File: config.mk
export PLATFORM = sky130hd
export DESIGN_NAME = nco_sweep_ctrl
export DESIGN_NICKNAME = d
export VERILOG_FILES = /design/src/rtl/nco_pkg.sv /design/src/rtl/nco_dwell_timer.sv /design/src/rtl/nco_sweep_ctrl.sv
export SDC_FILE = /design/constraint.sdc
export NUM_CORES = 1
export LEC_CHECK = 0
export ABC_CLOCK_PERIOD_IN_PS = 3300
export BUFFER_PORTS_ARGS = -buffer_cell sky130_fd_sc_hd__buf_2
export CORE_MARGIN = 8
export CORE_UTILIZATION = 53
export DETAILED_ROUTE_END_ITERATION = 7
export GPL_TIMING_DRIVEN = 0
export MAX_ROUTING_LAYER = met4
export PLACE_DENSITY_LB_ADDON = 0.25
export SKIP_LAST_GASP = 1
export SLEW_MARGIN = 20
export SYNTH_ARGS = -nofsm -noshare
export SYNTH_HDL_FRONTEND = slang
export SYNTH_HIERARCHICAL = 1
export SYNTH_SLANG_ARGS = --single-unit
File: constraint.sdc
create_clock -name clk -period 3.3 [get_ports clk]
set_clock_uncertainty 0.2 [all_clocks]
set_input_delay 0.33 -clock clk [delete_from_list [all_inputs] [get_ports clk]]
set_output_delay 0.33 -clock clk [all_outputs]
set_load 0.03 [all_outputs]
File: src/rtl/nco_pkg.sv
// Shared NCO definitions: default phase width and sweep FSM state encoding.
// SWEEP_TRIANGLE_EN adds the DOWN state used by the triangle sweep.
package nco_pkg;

  localparam int unsigned NCO_PHASE_WIDTH = 16;

`ifdef SWEEP_TRIANGLE_EN
  typedef enum logic [1:0] {
    ST_IDLE = 2'd0,
    ST_UP   = 2'd1,
    ST_DOWN = 2'd2
  } sweep_state_t;
`else
  typedef enum logic [1:0] {
    ST_IDLE = 2'd0,
    ST_UP   = 2'd1
  } sweep_state_t;
`endif

endpackage

File: src/rtl/nco_dwell_timer.sv
// Dwell timer: loads max(dwell,1)-1, counts down while enabled and pulses
// o_expire for one cycle on the last clock of each dwell, then reloads.
module nco_dwell_timer #(
  parameter int unsigned DWELL_WIDTH = 16
) (
  input  logic                   clk,
  input  logic                   reset_n,
  input  logic                   i_load,
  input  logic                   i_en,
  input  logic [DWELL_WIDTH-1:0] i_dwell,
  output logic                   o_expire
);

  logic [DWELL_WIDTH-1:0] r_count;
  logic [DWELL_WIDTH-1:0] r_reload;
  logic [DWELL_WIDTH-1:0] w_dwell_m1;

  // A dwell of 0 is treated as 1, so both reload to a count of 0.
  assign w_dwell_m1 = (i_dwell == '0) ? '0 : i_dwell - DWELL_WIDTH'(1);
  assign o_expire   = i_en && (r_count == '0);

  always_ff @(posedge clk or negedge reset_n) begin
    if (!reset_n) begin
      r_count  <= '0;
      r_reload <= '0;
    end else if (i_load) begin
      r_count  <= w_dwell_m1;
      r_reload <= w_dwell_m1;
    end else if (i_en) begin
      r_count  <= (r_count == '0) ? r_reload : r_count - DWELL_WIDTH'(1);
    end
  end

endmodule

File: src/rtl/nco_sweep_ctrl.sv
// Stepped linear frequency sweep driving the NCO phase increment.
// Define SWEEP_TRIANGLE_EN for an up/down triangle sweep instead of up-only.
module nco_sweep_ctrl
  import nco_pkg::*;
#(
  parameter int unsigned PHASE_WIDTH = NCO_PHASE_WIDTH,
  parameter int unsigned DWELL_WIDTH = 16
) (
  input  logic                   clk,
  input  logic                   reset_n,
  input  logic                   start,
  input  logic                   abort,
  input  logic [PHASE_WIDTH-1:0] start_inc,
  input  logic [PHASE_WIDTH-1:0] stop_inc,
  input  logic [PHASE_WIDTH-1:0] step_inc,
  input  logic [DWELL_WIDTH-1:0] dwell_cycles,
  output logic [PHASE_WIDTH-1:0] phi_inc_o,
  output logic                   inc_valid,
  output logic                   busy,
  output logic                   done
);

  sweep_state_t           r_state, w_state_nx;
  logic [PHASE_WIDTH-1:0] r_phi, w_phi_nx;
  logic                   r_last, w_last_nx;
  logic                   r_done, w_done_nx;
  logic                   r_pending;
  logic                   w_accept, w_finish, w_expire, w_timer_en;
  logic [PHASE_WIDTH-1:0] r_start, r_stop, r_step;
  logic [DWELL_WIDTH-1:0] r_dwell;
  logic                   r_degen;
  logic [PHASE_WIDTH:0]   w_sum;
  logic [PHASE_WIDTH-1:0] w_up_val;
  logic                   w_up_clamp;

  // The wide compare also covers the carry case, since stop_inc < 2**PHASE_WIDTH.
  assign w_sum      = {1'b0, r_phi} + {1'b0, r_step};
  assign w_up_clamp = (w_sum >= {1'b0, r_stop});
  assign w_up_val   = w_up_clamp ? r_stop : w_sum[PHASE_WIDTH-1:0];

`ifdef SWEEP_TRIANGLE_EN
  logic [PHASE_WIDTH:0]   w_diff;
  logic [PHASE_WIDTH-1:0] w_down_val;
  logic                   w_down_clamp;

  assign w_diff       = {1'b0, r_phi} - {1'b0, r_step};
  assign w_down_clamp = w_diff[PHASE_WIDTH] || (w_diff[PHASE_WIDTH-1:0] <= r_start);
  assign w_down_val   = w_down_clamp ? r_start : w_diff[PHASE_WIDTH-1:0];
`endif

  assign w_timer_en = (r_state != ST_IDLE);

  always_comb begin
    w_state_nx = r_state;
    w_phi_nx   = r_phi;
    w_last_nx  = r_last;
    w_done_nx  = 1'b0;
    w_finish   = 1'b0;
    case (r_state)
      ST_IDLE: begin
        if (abort) begin
          w_phi_nx = '0;
        end else if (r_pending) begin
          w_state_nx = ST_UP;
          w_phi_nx   = r_start;
          w_last_nx  = r_degen;
        end
      end
      ST_UP: begin
        if (abort) begin
          w_state_nx = ST_IDLE;
          w_phi_nx   = '0;
        end else if (w_expire) begin
          if (r_last) begin
`ifdef SWEEP_TRIANGLE_EN
            if (r_degen) begin
              w_finish = 1'b1;
            end else begin
              w_state_nx = ST_DOWN;
              w_phi_nx   = w_down_val;
              w_last_nx  = w_down_clamp;
            end
`else
            w_finish = 1'b1;
`endif
          end else begin
            w_phi_nx  = w_up_val;
            w_last_nx = w_up_clamp;
          end
        end
      end
`ifdef SWEEP_TRIANGLE_EN
      ST_DOWN: begin
        if (abort) begin
          w_state_nx = ST_IDLE;
          w_phi_nx   = '0;
        end else if (w_expire) begin
          if (r_last) begin
            w_finish = 1'b1;
          end else begin
            w_phi_nx  = w_down_val;
            w_last_nx = w_down_clamp;
          end
        end
      end
`endif
      default: begin
        w_state_nx = ST_IDLE;
      end
    endcase
    if (w_finish) begin
      w_state_nx = ST_IDLE;
      w_done_nx  = 1'b1;
    end
  end

  // A start sampled on the completing edge is accepted as if already idle.
  assign w_accept = start && !abort &&
                    (((r_state == ST_IDLE) && !r_pending) || w_finish);

  always_ff @(posedge clk or negedge reset_n) begin
    if (!reset_n) begin
      r_state   <= ST_IDLE;
      r_phi     <= '0;
      r_last    <= 1'b0;
      r_done    <= 1'b0;
      r_pending <= 1'b0;
      r_start   <= '0;
      r_stop    <= '0;
      r_step    <= '0;
      r_dwell   <= '0;
      r_degen   <= 1'b0;
    end else begin
      r_state   <= w_state_nx;
      r_phi     <= w_phi_nx;
      r_last    <= w_last_nx;
      r_done    <= w_done_nx;
      r_pending <= w_accept;
      if (w_accept) begin
        r_start <= start_inc;
        r_stop  <= stop_inc;
        r_step  <= step_inc;
        r_dwell <= dwell_cycles;
        r_degen <= (start_inc >= stop_inc) || (step_inc == '0);
      end
    end
  end

  nco_dwell_timer #(
    .DWELL_WIDTH(DWELL_WIDTH)
  ) u_dwell_timer (
    .clk     (clk),
    .reset_n (reset_n),
    .i_load  (r_pending),
    .i_en    (w_timer_en),
    .i_dwell (r_dwell),
    .o_expire(w_expire)
  );

  assign phi_inc_o = r_phi;
  assign inc_valid = (r_state != ST_IDLE);
  assign busy      = (r_state != ST_IDLE);
  assign done      = r_done;

endmodule

==> results.sh <==
export IMPL_drc=0
export IMPL_fill_cells=950
export IMPL_worstHoldStart="stop_inc[15]"
export IMPL_crit_slowest_cell="dfrtp_1"
export IMPL_cts_tree="yes"
export IMPL_routedWlPerCell_um=19.4
export IMPL_hold_path_depth=3
export IMPL_io_pins=87
export IMPL_core_area_um2=13100
export IMPL_min_period_ns=3.83
export IMPL_setup_viol=17
export IMPL_crit_path_start_kind="flip-flop"
export IMPL_dominantRegCellSynth="dfrtp_1"
export IMPL_seq_area_um2=2930
export IMPL_ys_top_cells_by_area="dfrtp_1 41%, ha_1 9.0%, mux2_2 7.8%, inv_1 3.1%, o21ai_0 2.8%"
export IMPL_place_area_um2=7820
export IMPL_htreeDepth=4
export IMPL_dieArea_um2=17300
export IMPL_finalCritPeriodShare_pct=116
export IMPL_die_height_um=132
export IMPL_cts_buffer_depth=2
export IMPL_synth_nets=815
export IMPL_cp_required_ns=3.37
export IMPL_ys_ff_latch=117
export IMPL_grt_max_degree=66
export IMPL_max_freq_mhz=261
export IMPL_synth_top_area_share_pct=41.4
export IMPL_crit_type="reg -> reg"
export IMPL_worstReg2RegStart="r_step[0]$_DFFE_PN0P_"
export IMPL_leakage_uw=0.00435
export IMPL_timing_hold_ws_ns=0.0464
export IMPL_syn_inst=695
export IMPL_violations="negative setup slack"
export IMPL_path_buf_inv=3
export IMPL_synth_avg_cell_area_um2=10.2
export IMPL_maxSlewViolCount=0
export IMPL_path_max_fanout=5
export IMPL_drive_gt1_share_pct=28.5
export IMPL_ir_drop_mv=0.425
export IMPL_wirelength_mm=20.7
export IMPL_setup_slack_ns=-0.526
export IMPL_final_common_cell="dfrtp_1"
export IMPL_hold_path_class="in -> reg"
export IMPL_clock_latency_ns=0.41
export IMPL_rsz0062_at_grt="yes"
export IMPL_layout_common_cells="113 x dfrtp_1, 89 x buf_2, 64 x dlygate4sd3_1"
export IMPL_synthArstFlopShare_pct=100
export IMPL_grt_overflow_total=0
export IMPL_maxCapViolCount=0
export IMPL_critPathMaxStageDelay_ns=0.40
export IMPL_final_cells=1069
export IMPL_grt_use_total_pct=24.9
export IMPL_p_per_area_nw_per_um2=676
export IMPL_path_clk_slew_ns=0.05
export IMPL_grt_pass1_vias=6648
export IMPL_ys_warn_count=6
export IMPL_die_x_um=132
export IMPL_dp_cells=957
export IMPL_min_to="r_stop[15]$_DFFE_PN0P_"
export IMPL_grt_pass1_wl_mm=33.9
export IMPL_r2r_end="phi_inc_o[3]$_DFFE_PN0P_"
export IMPL_routed_via_density=5.85
export IMPL_fin_area_um2=9420
export IMPL_outcome="complete, but fails checks"
export IMPL_numCtsBuffers=17
export IMPL_dr_total_vias=6255
export IMPL_drt_pass1_iterations=5
export IMPL_final_util_pct=71.7
export IMPL_ys_seq_area_share_pct=41.4
export IMPL_endpoint_kind="flip-flop"
export IMPL_yosysTopAreaCell="dfrtp_1"
export IMPL_gp_congestion=0.905
export IMPL_antenna_found_initial=1
export IMPL_numPortBuffers=85
export IMPL_cts_sinks=117
export IMPL_critical_path_top_delay_family="compound AO/OA/AOI/OAI gates"
export IMPL_initial_core_util_pct=53.8
export IMPL_cp_arrival_ns=3.90
export IMPL_relSlewSlack_pct=26.4
export IMPL_multi_input_area_um2=3980
export IMPL_ff2ff_setup_slack_ns=-0.53
export IMPL_finalNetCount=999
export IMPL_synth_edff_count=0
export IMPL_ys_types=80
export IMPL_rows=42
export IMPL_drt_initial_drc_count=534
export IMPL_reg2reg_depth=18
export IMPL_ant_nets=0
export IMPL_clock_root_buffer="clkbuf_16"
export IMPL_cp_cell_sequence="ha_4 > inv_2 > fa_2 > nor2b_4 > o2111ai_4 > nand3_4 > a21o_4 > a31oi_4 > xnor2_2 > ha_1 > a21o_1 > a211oi_2 > o221ai_2 > a211o_1 > buf_6 > buf_12 > mux2i_2 > o21ai_1"
export IMPL_syn2layout_area_growth_pct=33.2
export IMPL_dp_hpwl_mm=14.6
export IMPL_synthesis_area_um2=7070
export IMPL_final_hold_viol_count=0
export IMPL_max_slew_worst_pin_slew_ns=1.10
==> worst min-delay path, cell delays in order <==
cell     delay [ns]
buf_2          0.10
nand2_1        0.04
o21ai_0        0.13
==> layout make-up <==
cell class,count,area share (%)
clock buffers,23,5.07
inverters,60,2.39
flip-flops and latches,117,31.1
well taps,176,2.34
diodes,1,0.0266
multi-input cells,492,42.3
repair buffers,165,13.1
clock inverters,9,1.58
plain buffers,26,2.05
==> cells by family (layout without fill, tap and decap cells) <==
group                      count (synthesis)  in the layout  share of synthesized area (%)
other                                      0              1                              0
DFF                                      117            117                           41.4
buffers and inverters                     86            283                           5.34
and+or+nand+nor                          167            167                           13.6
xor gates and xnor gates                  29             29                           3.59
muxes                                     66             66                           10.2
adders and majority gates                 52             52                           9.30
AOI/OAI and AO/OA                        178            178                           16.6
==> worst max path at each step <==
stage | slack [ns] | start | endpoint | cells past startpoint
floorplan | -0.32 | phi_inc_o[0]$_DFFE_PN0P_ | phi_inc_o[0]$_DFFE_PN0P_ | 18
global placement | -0.63 | r_step[0]$_DFFE_PN0P_ | phi_inc_o[1]$_DFFE_PN0P_ | 18
detailed placement | -0.74 | r_step[0]$_DFFE_PN0P_ | phi_inc_o[14]$_DFFE_PN0P_ | 17
CTS | -0.52 | r_step[0]$_DFFE_PN0P_ | phi_inc_o[3]$_DFFE_PN0P_ | 18
global route | -0.70 | r_step[0]$_DFFE_PN0P_ | phi_inc_o[3]$_DFFE_PN0P_ | 18
finish | -0.53 | r_step[0]$_DFFE_PN0P_ | phi_inc_o[3]$_DFFE_PN0P_ | 18
==> synthesized netlist by cell type (4+ instances only) <==
cell and count:
a211oi_1 7, a21o_1 15, a21oi_1 24, a22oi_1 17, a31oi_1 9, and3_1 4, buf_2 7, clkbuf_1 13
dfrtp_1 117, ha_1 51, inv_1 58, mux2_2 49, mux2i_1 17, nand2_1 49, nand2b_1 6, nand3_1 12
nand4_1 11, nor2_1 27, nor3_1 12, nor4_1 8, nor4_4 4, o211ai_1 5, o21ai_0 40, o21ai_1 17
o22ai_1 4, xnor2_1 22, xor2_1 7
==> sequential cells by signal, summed over array words and instances (netlist names) <==
| signal | cells |
|---|---|
| phi_inc_o | 16 |
| r_step | 16 |
| r_start | 16 |
| done | 1 |
| u_dwell_timer/r_reload | 16 |
| r_state | 1 |
| r_pending | 1 |
| u_dwell_timer/r_count | 16 |
| r_last | 1 |
| r_degen | 1 |
| r_dwell | 16 |
| r_stop | 16 |
==> layer usage <==
metal,global-route usage [%],part of all wire [%],up-vias,routed length [µm]
met5,-,0,-,0
met4,11.4,3.2,0,654
met3,4.42,4.5,39,923
met2,42.6,52,216,10800
met1,27.9,40,3083,8320
li1,-,-,2917,-
==> per-stage QoR <==
| step | setup TNS (ns) | worst slack (ns) | power [µW] |
|---|---|---|---|
| final | -8.11 | -0.526 | 6370 |
| after global routing | -11.38 | -0.696 | 6700 |
| after CTS | -8.40 | -0.519 | 6260 |
| after detailed placement | -34.09 | -0.741 | 4010 |
| after global placement | -26.51 | -0.634 | 3910 |
| after floorplan | -4.58 | -0.319 | 3470 |
==> timing repair <==
item | 4_1_cts | 5_1_grt
endpoints found under the hold margin | 115 | 0
gates resized for setup | 22 | 30
pin swaps | 9 | 7
gates cloned | 1 | 0
setup endpoints to repair | 83 | 79
setup buffers | 9 | 5
hold buffers | 64 | 0
==> power by group <==
group	switching, µW	leakage (µW)	internal, µW
sequential	334	0.00143	1770
clock	640	0.000311	1320
combinational	1160	0.00261	1150
total	2130	0.00435	4240
Power figures use the tool's default switching activity.
